File: src/rtl/sar_conv_sched_if.sv
// sar_conv_sched_if: requester/SAR handshake bundle for sar_conv_sched
interface sar_conv_sched_if;
    logic [3:0] req;
    logic [3:0] grant;
    logic       cnvst;
    logic       eoc;
    logic [7:0] sar_in;
    logic [7:0] result;
    logic [1:0] result_id;
    logic       result_valid;
    logic       result_ack;
    logic       timeout_err;
    modport master (
        output req, eoc, sar_in, result_ack,
        input  grant, cnvst, result, result_id, result_valid, timeout_err
    );
    modport slave (
        input  req, eoc, sar_in, result_ack,
        output grant, cnvst, result, result_id, result_valid, timeout_err
    );
endinterface

File: src/rtl/sar_conv_sched.sv
// sar_conv_sched: round-robin scheduler sharing one SAR converter among 4 requesters.
// Define SAR_AVG4_EN to average 4 conversions per grant.
module sar_conv_sched #(
    parameter int TIMEOUT = 64,
    parameter int SETTLE  = 2
) (
    input logic            clk,
    input logic            rst,
    sar_conv_sched_if.slave bus
);
    typedef enum logic [2:0] {IDLE, ARB, START, CONV, GAP, DONE} state_t;
    state_t     state;
    logic [1:0] ptr;
    logic [1:0] sel;
    logic [7:0] tcnt;
    logic [3:0] gcnt;
`ifdef SAR_AVG4_EN
    logic [9:0] acc;
    logic [9:0] acc_nx;
    logic [1:0] nconv;
    assign acc_nx = acc + 10'(bus.sar_in);
`endif
    // first requester at or after ptr, searched in wrapping order
    always_comb begin
        sel = ptr;
        for (int i = 3; i >= 0; i--)
            if (bus.req[ptr + 2'(i)]) sel = ptr + 2'(i);
    end
    always_ff @(posedge clk) begin
        if (rst) begin
            state            <= IDLE;
            ptr              <= '0;
            tcnt             <= '0;
            gcnt             <= '0;
            bus.grant        <= '0;
            bus.cnvst        <= 1'b0;
            bus.result       <= '0;
            bus.result_id    <= '0;
            bus.result_valid <= 1'b0;
            bus.timeout_err  <= 1'b0;
`ifdef SAR_AVG4_EN
            acc              <= '0;
            nconv            <= '0;
`endif
        end else begin
            case (state)
                IDLE: state <= |bus.req ? ARB : IDLE;
                ARB: begin
                    if (|bus.req) begin
                        bus.grant     <= 4'b1 << sel;
                        bus.result_id <= sel;
                        bus.cnvst     <= 1'b1;
                        state         <= START;
                    end else begin
                        state <= IDLE;
                    end
                end
                START: begin
                    bus.cnvst <= 1'b0;
                    tcnt      <= '0;
                    state     <= CONV;
                end
                CONV: begin
                    if (bus.eoc) begin
`ifdef SAR_AVG4_EN
                        acc <= acc_nx;
                        if (nconv == 2'd3) begin
                            bus.result       <= acc_nx[9:2];
                            bus.timeout_err  <= 1'b0;
                            bus.result_valid <= 1'b1;
                            state            <= DONE;
                        end else begin
                            nconv <= nconv + 2'd1;
                            gcnt  <= '0;
                            state <= GAP;
                        end
`else
                        bus.result       <= bus.sar_in;
                        bus.timeout_err  <= 1'b0;
                        bus.result_valid <= 1'b1;
                        state            <= DONE;
`endif
                    end else if (tcnt == 8'(TIMEOUT - 1)) begin
                        bus.result       <= '0;
                        bus.timeout_err  <= 1'b1;
                        bus.result_valid <= 1'b1;
                        state            <= DONE;
                    end else begin
                        tcnt <= tcnt + 8'd1;
                    end
                end
                DONE: begin
                    if (bus.result_ack) begin
                        bus.result_valid <= 1'b0;
                        bus.grant        <= '0;
                        ptr              <= bus.result_id + 2'd1;
                        gcnt             <= '0;
                        state            <= GAP;
`ifdef SAR_AVG4_EN
                        acc              <= '0;
                        nconv            <= '0;
`endif
                    end
                end
                GAP: begin
                    if (gcnt == 4'(SETTLE - 1)) begin
                        gcnt <= '0;
`ifdef SAR_AVG4_EN
                        // a nonzero sample count means the averaging burst is still running
                        bus.cnvst <= nconv != 2'd0;
                        state     <= nconv != 2'd0 ? START : IDLE;
`else
                        state <= IDLE;
`endif
                    end else begin
                        gcnt <= gcnt + 4'd1;
                    end
                end
                default: state <= IDLE;
            endcase
        end
    end
endmodule

File: src/flat_wrapper.sv
// flat-port wrapper written by rule: the top's interface ports become plain ports
module sar_conv_sched_flat 
#(
    parameter int TIMEOUT = 64,
    parameter int SETTLE  = 2
)
  (clk, rst, bus_req, bus_eoc, bus_sar_in, bus_result_ack, bus_grant, bus_cnvst, bus_result, bus_result_id, bus_result_valid, bus_timeout_err);
  sar_conv_sched_if bus_i ();
  input logic clk;
  input logic rst;
  input wire logic [$bits(bus_i.req)-1:0] bus_req;
  input wire logic [$bits(bus_i.eoc)-1:0] bus_eoc;
  input wire logic [$bits(bus_i.sar_in)-1:0] bus_sar_in;
  input wire logic [$bits(bus_i.result_ack)-1:0] bus_result_ack;
  output wire logic [$bits(bus_i.grant)-1:0] bus_grant;
  output wire logic [$bits(bus_i.cnvst)-1:0] bus_cnvst;
  output wire logic [$bits(bus_i.result)-1:0] bus_result;
  output wire logic [$bits(bus_i.result_id)-1:0] bus_result_id;
  output wire logic [$bits(bus_i.result_valid)-1:0] bus_result_valid;
  output wire logic [$bits(bus_i.timeout_err)-1:0] bus_timeout_err;
  assign bus_i.req = bus_req;
  assign bus_i.eoc = bus_eoc;
  assign bus_i.sar_in = bus_sar_in;
  assign bus_i.result_ack = bus_result_ack;
  assign bus_grant = bus_i.grant;
  assign bus_cnvst = bus_i.cnvst;
  assign bus_result = bus_i.result;
  assign bus_result_id = bus_i.result_id;
  assign bus_result_valid = bus_i.result_valid;
  assign bus_timeout_err = bus_i.timeout_err;
  sar_conv_sched #(.TIMEOUT(TIMEOUT), .SETTLE(SETTLE)) u_core (.clk(clk), .rst(rst), .bus(bus_i));
endmodule
File: config.mk
export PLATFORM = sky130hd
export DESIGN_NAME = sar_conv_sched_flat
export DESIGN_NICKNAME = d
export VERILOG_FILES = /design/src/rtl/sar_conv_sched_if.sv /design/src/rtl/sar_conv_sched.sv /design/src/flat_wrapper.sv
export SDC_FILE = /design/constraint.sdc
export NUM_CORES = 1
export LEC_CHECK = 0
export ABC_CLOCK_PERIOD_IN_PS = 2050
export CORE_MARGIN = 8
export CORE_UTILIZATION = 50
export CTS_CLUSTER_DIAMETER = 120
export DETAILED_ROUTE_END_ITERATION = 16
export PLACE_DENSITY = 0.8
export SLEW_MARGIN = 20
export SYNTH_ARGS = -nofsm -noshare
export SYNTH_HDL_FRONTEND = slang
export SYNTH_SLANG_ARGS = --single-unit
File: constraint.sdc
create_clock -name clk -period 2.05 [get_ports clk]
set_input_delay 0.5125 -clock clk [delete_from_list [all_inputs] [get_ports clk]]
set_output_delay 0.5125 -clock clk [all_outputs]
set_load 0.05 [all_outputs]
# ---- After elaboration in Yosys (flattened, before gate mapping)
# Index checks and enable logic that the tools add are counted.
# W data, S select, Z words.
dict set report word_totals {
  regBits 34
  out_inout_bits 17
  elab_cells 87
}
dict set report classes {
  add_sub_neg 6
  n_lt_le_gt_ge 4
  eq_ne 13
  n_shift 1
  muxes 36
  n_reduce_logical 17
}
# operator n
set op_table {}
lappend op_table {{$mux W8} 4}
lappend op_table {{$pmux W3 S6} 1}
lappend op_table {{$pmux W4 S2} 2}
lappend op_table {{$pmux W8 S2} 1}
lappend op_table {{$lt A2 B3 Y1 const B} 4}
lappend op_table {{$mux W3} 4}
lappend op_table {{$mux W4} 3}
lappend op_table {{$reduce_and A3 Y1} 4}
lappend op_table {{$reduce_bool A2 Y1} 6}
lappend op_table {{$mux W1} 10}
lappend op_table {{$mux W2} 5}
lappend op_table {{$reduce_and A2 Y1} 5}
lappend op_table {{$add A8 B1 Y8 const B} 1}
lappend op_table {{$bmux W1 S2} 4}
lappend op_table {{$eq A8 B6 Y1 const B} 1}
lappend op_table {{$eq A3 B2 Y1 const B} 2}
lappend op_table {{$eq A3 B3 Y1 const B} 2}
lappend op_table {{$ne A2 B2 Y1 const B} 3}
lappend op_table {{$add A2 B1 Y2 const B} 2}
lappend op_table {{$add A2 B2 Y2 const B} 2}
lappend op_table {{$add A4 B1 Y4 const B} 1}
lappend op_table {{$eq A4 B1 Y1 const B} 1}
lappend op_table {{$ne A2 B1 Y1 const B} 2}
lappend op_table {{$pmux W1 S2} 2}
lappend op_table {{other kinds (5)} 5}

# ---- Longest topological paths before layout
# Gate-level depths: netlist of the first run.
dict set report depth {
  word_depth 10
  depth_mapped 7
}

# ---- Worst setup path before layout of the first run
# OpenSTA, ideal clock, no wires.
dict set report synth_timing {
  path_kind {register -> register}
  startpoint {register u_core.state[0]}
  endpoint {register u_core.bus.grant[0]}
  t_arrival_ps 1569
  required_time_ps 1980
  path_slack_ps 411
  path_stages_with_launch 7
  synth_period_minus_slack_ps 1639
  cell_sequence {dfxtp_1 > buf_4 > inv_2 > or4_1 > buf_2 > or3_1 > a21oi_1}
}
dict set report synth_between {
  elab_chain_cells 3
}
# element line
set synth_rtl {}
lappend synth_rtl {{from (decl)} sar_conv_sched.sv:12} ;# state_t state;
lappend synth_rtl {{from (signal assigned)} sar_conv_sched.sv:47} ;# IDLE: state <= |bus.req ? ARB : IDLE;
lappend synth_rtl {{$eq A3 B1 Y1 / $eq A3 B3 Y1 (equally long branches)} sar_conv_sched.sv:46} ;# case (state)
lappend synth_rtl {{$ne A2 B1 Y1 (no source line), or another cell as far along} n/a}
lappend synth_rtl {{$reduce_and A3 Y1 (no source line)} n/a}
lappend synth_rtl {{to (signal assigned)} sar_conv_sched.sv:50} ;# bus.grant <= 4'b1 << sel;
lappend synth_rtl {{to (decl)} sar_conv_sched_if.sv:19} ;# output grant, cnvst, result, result_id, result_valid, timeout_err
# Several ways; a longest one is shown, not always the timed one.
# A chain may end at the register's enable or synchronous reset.

# ---- Final worst setup path of the first run
dict set report layout_timing {
  startpoint {register u_core.bus.result[4]}
  endpoint {output bus_result[4]}
}
# element line
set layout_rtl {}
lappend layout_rtl {{from (decl)} sar_conv_sched_if.sv:19}
lappend layout_rtl {{from (signal assigned)} sar_conv_sched.sv:78} ;# bus.result <= bus.sar_in;
lappend layout_rtl {{to (decl)} flat_wrapper.sv:17} ;# output wire logic [$bits(bus_i.result)-1:0] bus_result;
# No word-level cell between the ends.

==> summary.md, run 1 <==
| Metric | Value |
|---|---|
| Leakage power | ~0.85 nW |
| Detailed Place HPWL | just under 3000 um |
| Setup_tns | 0 ns |
| Synthesis-to-layout area growth | 30.6% |
| R2R depth | 5 |
| Sequential-to-total area share from yosys stat | 44.2% |
| PD cells | 669 nW/um^2 |
| Final wirelength | 3820 um |
| CTS Buf Count | 5 |
| Critical path required time | 1.54 ns |
| Initial core utilization | between 50% and 60% |
| Vias in the first global route | between 1k and 1.5k |
| WHS | between 0.4 and 0.5 ns |
| Largest net degree at the start of global routing | 19 |
| Cells after Synth | between 150 and 200 |
| Yosys reg bits | 34 |
| # Max-Cap Violations | 0 |
| Relative max-transition margin | about two thirds |
| Die Span X | 71.5 um |
| IO Port Bufs | 32 |
| Initial DRC count | ~120 |
| Worst hold stages | 2 |
| Final Max Tran Viols | 0 |
| Tcrit/Tclk final | 97.9% |
| Delay of the slowest critical-path stage | slightly above 0.8 ns |
| CP top delay family | buffers and inverters |
| Reg2Reg Capture Point | u_core.bus.result[6] |
| Worst hold path type | register to register |
| Antenna Nets Post-Route | 0 |
| Crit. End Element | output pin |
| Reg clk slew, reported paths | 0.10 ns |
| Initial antenna violation count | 0 |
| Clock Sinks | 34 |
| Drt pass-1 iters | 4 |
| Max clock buf depth | 2 |
| Tightest Pin Transition | ~0.52 ns |
| CTS tree | built |
| Share of post-route cells with drive strength above 1 | roughly a tenth |
| Fin crit period | ~2 ns |
| Vias/cell | 5.72 |
| Number of synthesized flops with an enable pin | 0 |
| Fill cells | ~260 |
| Gr ovfl total | 0 |
| H-tree depth | 2 |
| Worst Path Max Fanout | 2 |
| Final setup viols | 0 |
| Asr flop ratio synth | 0% |
| Post-CTS Setup Repair Bufs | 0 |
| Worst Path Buf+Inv | 1 |
| Outcome | finished clean |
| Min-delay src | u_core.bus.result_valid |
| Yosys warning count | 0 |
| WL per Instance | around 15 um |
| IO Pins | 33 |
| CP max stage cell | clkdlybuf4s50_1 |
| Gr usage total | between 10% and 20% |
| DRC | 0 |
| Total core area | about 3000 sq um |
| CP Cell Sequence | clkdlybuf4s50_1 |
| Critical Path AT | between 1 and 1.5 ns |
| Final Util | 66.9% |
| Num rows | 20 |
| Yosys cell types | 34 |
| Syn_nets | between 200 and 250 |
| R2r setup slk | 0.35 ns |
| Worst vdd ir | about 380 uV |
| Synthesized cell area | approximately 1500 sq um |
| Max Freq | between 400 and 500 MHz |
| Antenna diodes | 0 |
| Worst hold endpoint | u_core.bus.result_valid |
| Synth Flop Type | dfxtp_1 |
| Worst skew pair latency | 0.34 ns |
| Final Hold Fails | 0 |
| Root buffer cell | clkbuf_4 |
| Synth Area per Inst | ~8 sq um |
| Die Y | 71.5 um |
| Post-Route Skew | roughly 0.010 ns |
| Hold_buf cts | 0 |
| Routed via count | roughly 1.5k |
| Nets@finish | roughly 250 |
| CP startpoint | u_core.bus.result[4] |
| Critical path type | register to output pin |
| R2r startpoint | u_core.tcnt[3] |
| RSZ-0062 raised after global routing | false |
| First-pass GRT wire length | 6760 um |
| Routability cong. | between 0.8 and 0.9 |
| Setup crit start kind | register |
| Die area | just over 5000 sq um |
[synthesized netlist by cell type (all sizes together) (2+ instances only)]
master   n  area share (%)
inv      3            0.73
nor4     2            0.81
ha       3             2.4
or3      3             1.2
or4      2            0.98
a22oi    8             3.9
nor2b    6             2.4
o21ai    8             2.6
buf      4             1.5
dfxtp   34              44
and3     3             1.2
nand2   13             3.2
nor2    29             7.1
nand4    4             1.6
a21oi   24             7.8
clkbuf   7             1.7
xnor2    7             4.0
nand2b   2            0.81
nand3    9             2.9
nand3b   2            0.98
nor3     4             1.3
a211o    2             1.1
[layout by cell type (no fill, tap or decap), types with 2 or more instances in the layout]
master / netlist / routed
xnor2_1: 7 / 7
o21ai_0: 8 / 8
nand2_1: 13 / 13
and3_1: 3 / 3
nor2b_1: 6 / 6
nand3b_1: 2 / 2
or4_1: 2 / 2
ha_1: 3 / 3
a211o_1: 2 / 2
clkdlybuf4s50_1: 0 / 23
a21oi_1: 24 / 24
buf_4: 1 / 15
nor4_1: 2 / 2
nand3_1: 9 / 9
dlymetal6s2s_1: 0 / 6
clkbuf_4: 0 / 5
inv_1: 2 / 2
nor3_1: 4 / 4
dfxtp_1: 34 / 34
nand2b_1: 2 / 2
nand4_1: 4 / 4
or3_1: 3 / 3
nor2_1: 29 / 29
a22oi_1: 8 / 8
[stage by stage]
| stage | instance area (sq um) | std cells | power [mW] | setup slack, ns |
|---|---|---|---|---|
| 6_report | 2010 | 263 | 1.34 | 0.0439 |
| 5_1_grt | 2010 | 263 | 1.41 | 0.00132 |
| 4_1_cts | 1990 | 263 | 1.36 | 0.00604 |
| 3_5_place_dp | 1930 | 255 | 0.969 | -0.0691 |
| 3_3_place_gp | 1930 | 255 | 0.963 | -0.0221 |
| 2_1_floorplan | 1540 | 189 | 0.867 | 0.411 |
[power breakdown]
group	leakage, nW	internal [mW]	total [mW]	switching (mW)
clock	0.0353	0.166	0.390	0.224
sequential	0.275	0.681	0.701	0.0198
combinational	0.541	0.107	0.253	0.146
total	0.852	0.955	1.34	0.390
[cell type report]
cell class | instances | area [sq um] | share of cell area (%)
multi-input cells | 141 | 798 | 39.7
flip-flops and latches | 34 | 681 | 33.9
repair buffers | 44 | 418 | 20.8
clock buffers | 7 | 55.1 | 2.74
well taps | 33 | 41.3 | 2.05
inverters | 3 | 11.3 | 0.560
clock inverters | 1 | 5.00 | 0.249
[repair_timing]
item,4_1_cts,5_1_grt
gates resized for setup,0,6
endpoints found under the hold margin,0,0
endpoints found under the setup margin,0,6
[registers in the layout (all words and copies together) (netlist names), 2 cells and up]
signal / count
u_core.state: 3
u_core.bus.result_id: 2
u_core.ptr: 2
u_core.tcnt: 8
u_core.gcnt: 4
u_core.bus.result: 8
u_core.bus.grant: 4
[worst max-delay path by stage]
stage / end / slack (ns) / cells past startpoint
after global placement: u_core.bus.grant[0] / -0.02 / 5
final: bus_result[4] / 0.04 / 1
after CTS: bus_result[2] / 0.006 / 1
after global routing: bus_grant[1] / 0.001 / 1
after floorplan: u_core.bus.grant[0] / 0.41 / 6
after detailed placement: u_core.bus.grant[0] / -0.07 / 5
[logic make-up (layout without fill, tap and decap cells)]
family,after synthesis,count (layout),share of synthesized area (%)
and+or+nand+nor,80,80,25.1
AOI/OAI and AO/OA,51,51,20.3
DFF,34,34,44.2
buffers and inverters,14,55,3.90
xor gates and xnor gates,7,7,3.98
adders and majority gates,3,3,2.44
[routing by layer]
metal	share of wire (%)	track usage (%)	vias to the layer above
met4	1.6	6.12	0
met2	50	27.9	51
li1	-	-	753
met3	8.9	7.53	8
met5	0	0	-
met1	40	16.8	692
(Power assumes the default switching activity.)
==> run 2: changes to the inputs <==
SKIP_CTS_REPAIR_TIMING = 1   (was unset)
SLEW_MARGIN = 25   (was 20)
==> results of run 2 <==
Final layout, timing and power as in run 1 (identical DEF).
==> run 3: changes to the inputs <==
CORE_UTILIZATION = 35   (was 50)
PLACE_DENSITY = 0.6   (was 0.8)
RECOVER_POWER = 100   (was unset)
==> run 3 against run 2 <==
Compared with the run above:
- non-clock buffer count grew 2
- sequential power is essentially flat
- utilization shrank 19 points
- maximum frequency grew 2.3%
- die area grew 33%
- worst hold slack lost 0.0043 ns
- final cell count grew 8.0%
- critical path type unchanged
==> summary.md, run 3 (same netlist as run 1, synthesis figures left out) <==
| Metric | Value |
|---|---|
| Die area | roughly 6800 sq um |
| Gr ovfl total | 0 |
| Antenna Nets Post-Route | 0 |
| Initial DRC count | 56 |
| Area of the multi-input gates | ~800 sq um |
| WL per Instance | approximately 13 um |
| Worst skew pair latency | ~0.28 ns |
| Tightest Pin Transition | between 0.6 and 0.7 ns |
| Vias in the first global route | ~1.5k |
| Met1 Use GR | between 10 and 15% |
| Storage cell area | between 600 and 700 sq um |
| Tcrit/Tclk final | 95.7% |
| Final Max Tran Viols | 0 |
| Biggest registers after layout | u_core.bus.result (8), u_core.tcnt (8) |
| Drt pass-1 iters | 4 |
| Final Hold Fails | 0 |
| Detailed Place HPWL | 2630 um |
| Worst Path Buf+Inv | 1 |
| Clock Sinks | 34 |
| Outcome | finished clean |
| Critical Path AT | 1.45 ns |
| H-tree depth | 2 |
| Post-DP Area | 1970 sq um |
| Most frequent cells in the layout | 34 x dfxtp_1, 29 x nor2_1, 26 x clkdlybuf4s50_1 |
| Setup_tns | 0 ns |
| Antenna diodes | 0 |
| Worst hold path type | register to register |
| Fill cells | 455 |
| Routed via count | around 1.4k |
| Dpl cells | 276 |
| CP max stage cell | clkdlybuf4s50_1 |
| Final setup viols | 0 |
| IO Pins | 33 |
| Routability cong. | ~0.77 |
| Fin crit period | ~2.0 ns |
| Nets@finish | between 200 and 300 |
| Most common cell after layout, fill and taps aside | dfxtp_1 |
| Initial core utilization | 35.8% |
| Num rows | 24 |
| RSZ-0062 raised after global routing | false |
| Setup crit start kind | register |
| Initial antenna violation count | 0 |
| Met2 usage | between 10% and 20% |
| Largest net degree at the start of global routing | 29 |
| Gr usage total | ~12% |
| Total core area | 4290 sq um |
| Fin cells | about 280 |
| Die Y | 82.3 um |
| IO Port Bufs | 32 |
| Crit. End Element | output pin |
| Critical path type | register to output pin |
| Worst Path Max Fanout | 3 |
| CTS Buf Count | 5 |
| CP Cell Sequence | clkdlybuf4s50_1 |
| Die Span X | slightly above 80 um |
| DRC | 0 |
| Max clock buf depth | 2 |
| Vias/cell | 5.06 |
| Root buffer cell | clkbuf_8 |
| Post-Route Skew | 0.00775 ns |
| GR peak layer | met2 |
| CP top delay family | buffers and inverters |
| Met3 usage | under 10% |
| CTS tree | built |
| Max Freq | 510 MHz |
| # Max-Cap Violations | 0 |
| Synthesis-to-layout area growth | 32.8% |
| Fin area | between 2000 and 2500 sq um |
| Critical path required time | ~1.5 ns |
| Worst vdd ir | ~420 uV |
| Leakage power | between 0.7 and 0.8 nW |
| Delay of the slowest critical-path stage | about 0.81 ns |
| Relative max-transition margin | approximately three fifths |
| First-pass GRT wire length | ~6500 um |
| Share of post-route cells with drive strength above 1 | between 8 and 9% |
| PD cells | around 750 nW/um^2 |
| Reg clk slew, reported paths | around 0.070 ns |
| Final wirelength | between 3000 and 4000 um |
==> run 3: cell count changes in the layout (fill, tap and decap cells not counted), sizes merged <==
| cell | delta |
|---|---|
| clkinv | -1 |
| clkdlybuf4s50 | +3 |
| buf | -6 |
| clkbuf | +11 |
| dlygate4sd3 | +1 |
| dlymetal6s2s | -6 |
==> run 3: stage by stage <==
stage | hold WS (ns) | setup WS (ns) | util [%] | power [mW]
2_1_floorplan | 0.449 | 0.411 | - | 0.867
3_3_place_gp | 0.448 | -0.0703 | 45.8 | 0.975
3_5_place_dp | 0.454 | -0.0799 | 45.8 | 0.975
4_1_cts | 0.464 | 0.0711 | 48.4 | 1.56
5_1_grt | 0.487 | 0.0298 | 47.6 | 1.60
6_report | 0.458 | 0.0883 | 47.6 | 1.53
==> run 3: worst paths after layout <==
kind | from | to | slack (ns) | cells after the start
hold reg to reg | u_core.bus.result_valid | u_core.bus.result_valid | 0.46 | 2
setup reg to reg | u_core.state[1] | u_core.gcnt[3] | 0.39 | 5
setup / recovery | u_core.bus.cnvst | bus_cnvst | 0.09 | 1
hold / removal | u_core.bus.result_valid | u_core.bus.result_valid | 0.46 | 2
==> run 3: per-layer routing <==
| layer | up-vias | wire length (um) |
|---|---|---|
| met2 | 29 | 1580 |
| met4 | 0 | 54 |
| li1 | 756 | - |
| met5 | - | 0 |
| met1 | 647 | 1760 |
| met3 | 4 | 254 |
==> run 3: final cells by class <==
cell class              instances  area share (%)
well taps                      52            3.18
repair buffers                 46            18.5
multi-input cells             141            39.0
inverters                       3           0.551
clock buffers                   8            5.39
flip-flops and latches         34            33.3
==> run 3: power by group <==
group / switching (mW) / total, mW / leakage [nW] / internal, mW
sequential: 0.0161 / 0.698 / 0.275 / 0.681
combinational: 0.150 / 0.251 / 0.412 / 0.102
clock: 0.237 / 0.576 / 0.0575 / 0.339
total: 0.403 / 1.53 / 0.745 / 1.12
==> edit (settings of run 2) <==
Add a define of `SAR_AVG4_EN`.
--- a/src/rtl/sar_conv_sched.sv
+++ b/src/rtl/sar_conv_sched.sv
@@ -1,5 +1,7 @@
 // sar_conv_sched: round-robin scheduler sharing one SAR converter among 4 requesters.
 // Define SAR_AVG4_EN to average 4 conversions per grant.
+`define SAR_AVG4_EN
+
 module sar_conv_sched #(
     parameter int TIMEOUT = 64,
     parameter int SETTLE  = 2
Behaviour: not the same (a bounded check fails within 10 cycles, from zero or initial values and one cycle with rst high).
==> edit against run 2 <==
The run now ends with negative setup slack left. Sequential cell count is 12 higher. Register-to-register slack worse by 0.25 ns. Synthesized area is 69% higher. Total power is 69% higher. Hold slack better by 0.0059 ns. Via count is 75% higher. Maximum frequency is 3.8% lower. Core utilization is 3.9 points higher. Combinational power is 88% higher. Design area is 79% higher. Setup slack worse by 0.080 ns. Wire length is 86% higher. Critical path type is now input port to flip-flop. Largest cell class unchanged. Highest routed layer unchanged.
==> edit: results (changes against run 2) <==
- Status: complete, but fails checks (was completed)
- Failing checks: negative setup slack
- Top cells by area, synth: dfxtp_1 35%, nor2_1 6.4%, ha_1 6.3% (was dfxtp_1 44%, a21oi_1 7.8%, nor2_1 7.1%)
- Unique masters post-synth: 62 (was 34)
- Final worst slack: -0.03580 ns (was 0.04394 ns)
- Post-synthesis xor/xnor area fraction: 3.370% (was 3.984%)
- Critical Path AT: 2.27 ns (was 1.49 ns)
- Via count: 2628 (was 1504)
- Synth Area in Adders: 7.029% (was 2.439%)
- Complex-gate fraction of the synthesized area: 23.45% (was 20.33%)
- Pwr/cell area: 630.6 mW/mm2 (was 669.0 mW/mm2)
- Top cells by count, synth: 46 x dfxtp_1, 44 x nor2_1, 26 x a21oi_1 (was 34 x dfxtp_1, 29 x nor2_1, 24 x a21oi_1)
- Detailed placement HPWL: 4.772 mm (was 2.895 mm)
- Vias per cell: 5.840 (was 5.719)
- Final Wtd Congestion: 0.8973 (was 0.8670)
- Met2 wire length: 3.350 mm (was 1.906 mm)
- P_leak: 1.473 nW (was 0.8519 nW)
- Layout cells sized above 1: 23.68% (was 10.00%)
- Pin count of the biggest net entering global routing: 22 (was 19)
- First-pass GRT wire length: 10.61 mm (was 6.755 mm)
- Gr usage total: 16.89% (was 16.20%)
- Post-synthesis mux area share: 0.7703% (was 0%)
- WL met3: 400 um (was 341 um)
- Switching part of the total power: 27.02% (was 28.99%)
- WL met1: 3.127 mm (was 1.510 mm)
- Vias in the first global route: 2419 (was 1497)
- Slew @ Worst Pin: 0.5192 ns (was 0.5215 ns)
- Max stage delay on crit path: 0.40 ns (was 0.82 ns)
- Crit path max-delay family: compound AO/OA/AOI/OAI gates (was buffers and inverters)
- Root Buffer: clkbuf_8 (was clkbuf_4)
- Routed len/inst: 15.76 um (was 14.52 um)
- Final Setup Violations: 2 (was 0)
- Sequential fraction of the synthesis area: 35.44% (was 44.23%)
- Clk_skew: 0.01276 ns (was 0.01042 ns)
==> edit: cell count changes in the layout (fill, tap and decap cells not counted), sizes merged, moves of 6 or more <==
cell	change
dfxtp	+12
a211oi	+6
nor2	+15
inv	+8
ha	+10
xor2	+8
nand3	+8
buf	+32
==> edit: routing by layer <==
layer	global-route usage (%)	vias up
met2	27.84	107
met5	0	-
met1	20.57	1221
met4	6.759	0
li1	-	1277
met3	4.034	23
==> edit: cell type report <==
cell class                      instances  share of cell area (%)
Clock buffer                            6                   2.298
Clock inverter                          2                   1.671
Inverter                               11                   1.149
Multi-Input combinational cell        239                   48.43
Sequential cell                        46                   25.63
Tap cell                               70                   2.437
Timing Repair Buffer                   76                   18.38
==> edit: metrics by stage <==
stage          cell area (um2)  setup TNS, ns
2_1_floorplan             2604              0
3_3_place_gp              3236         -5.598
3_5_place_dp              3236         -6.264
4_1_cts                   3378         -1.192
5_1_grt                   3593        -0.2563
6_report                  3593       -0.05844
==> edit: cell families (layout without fill, tap and decap cells) <==
kind of cell,count (synthesis),after routing
xor gates and xnor gates,10,10
AOI/OAI and AO/OA,86,86
buffers and inverters,22,95
and+or+nand+nor,127,127
muxes,2,2
DFF,46,46
adders and majority gates,14,14
==> edit: final timing paths <==
check | from | endpoint | slack [ns] | cells past startpoint
setup / recovery | bus_sar_in[7] | u_core.acc[8]$_SDFFE_PP0P_ | -0.04 | 8
hold / removal | u_core.bus.grant[1]$_SDFFE_PP0P_ | u_core.bus.grant[1]$_SDFFE_PP0P_ | 0.47 | 1
setup reg to reg | u_core.acc[0]$_SDFFE_PP0P_ | u_core.acc[8]$_SDFFE_PP0P_ | 0.10 | 8
hold reg to reg | u_core.bus.grant[1]$_SDFFE_PP0P_ | u_core.bus.grant[1]$_SDFFE_PP0P_ | 0.47 | 1
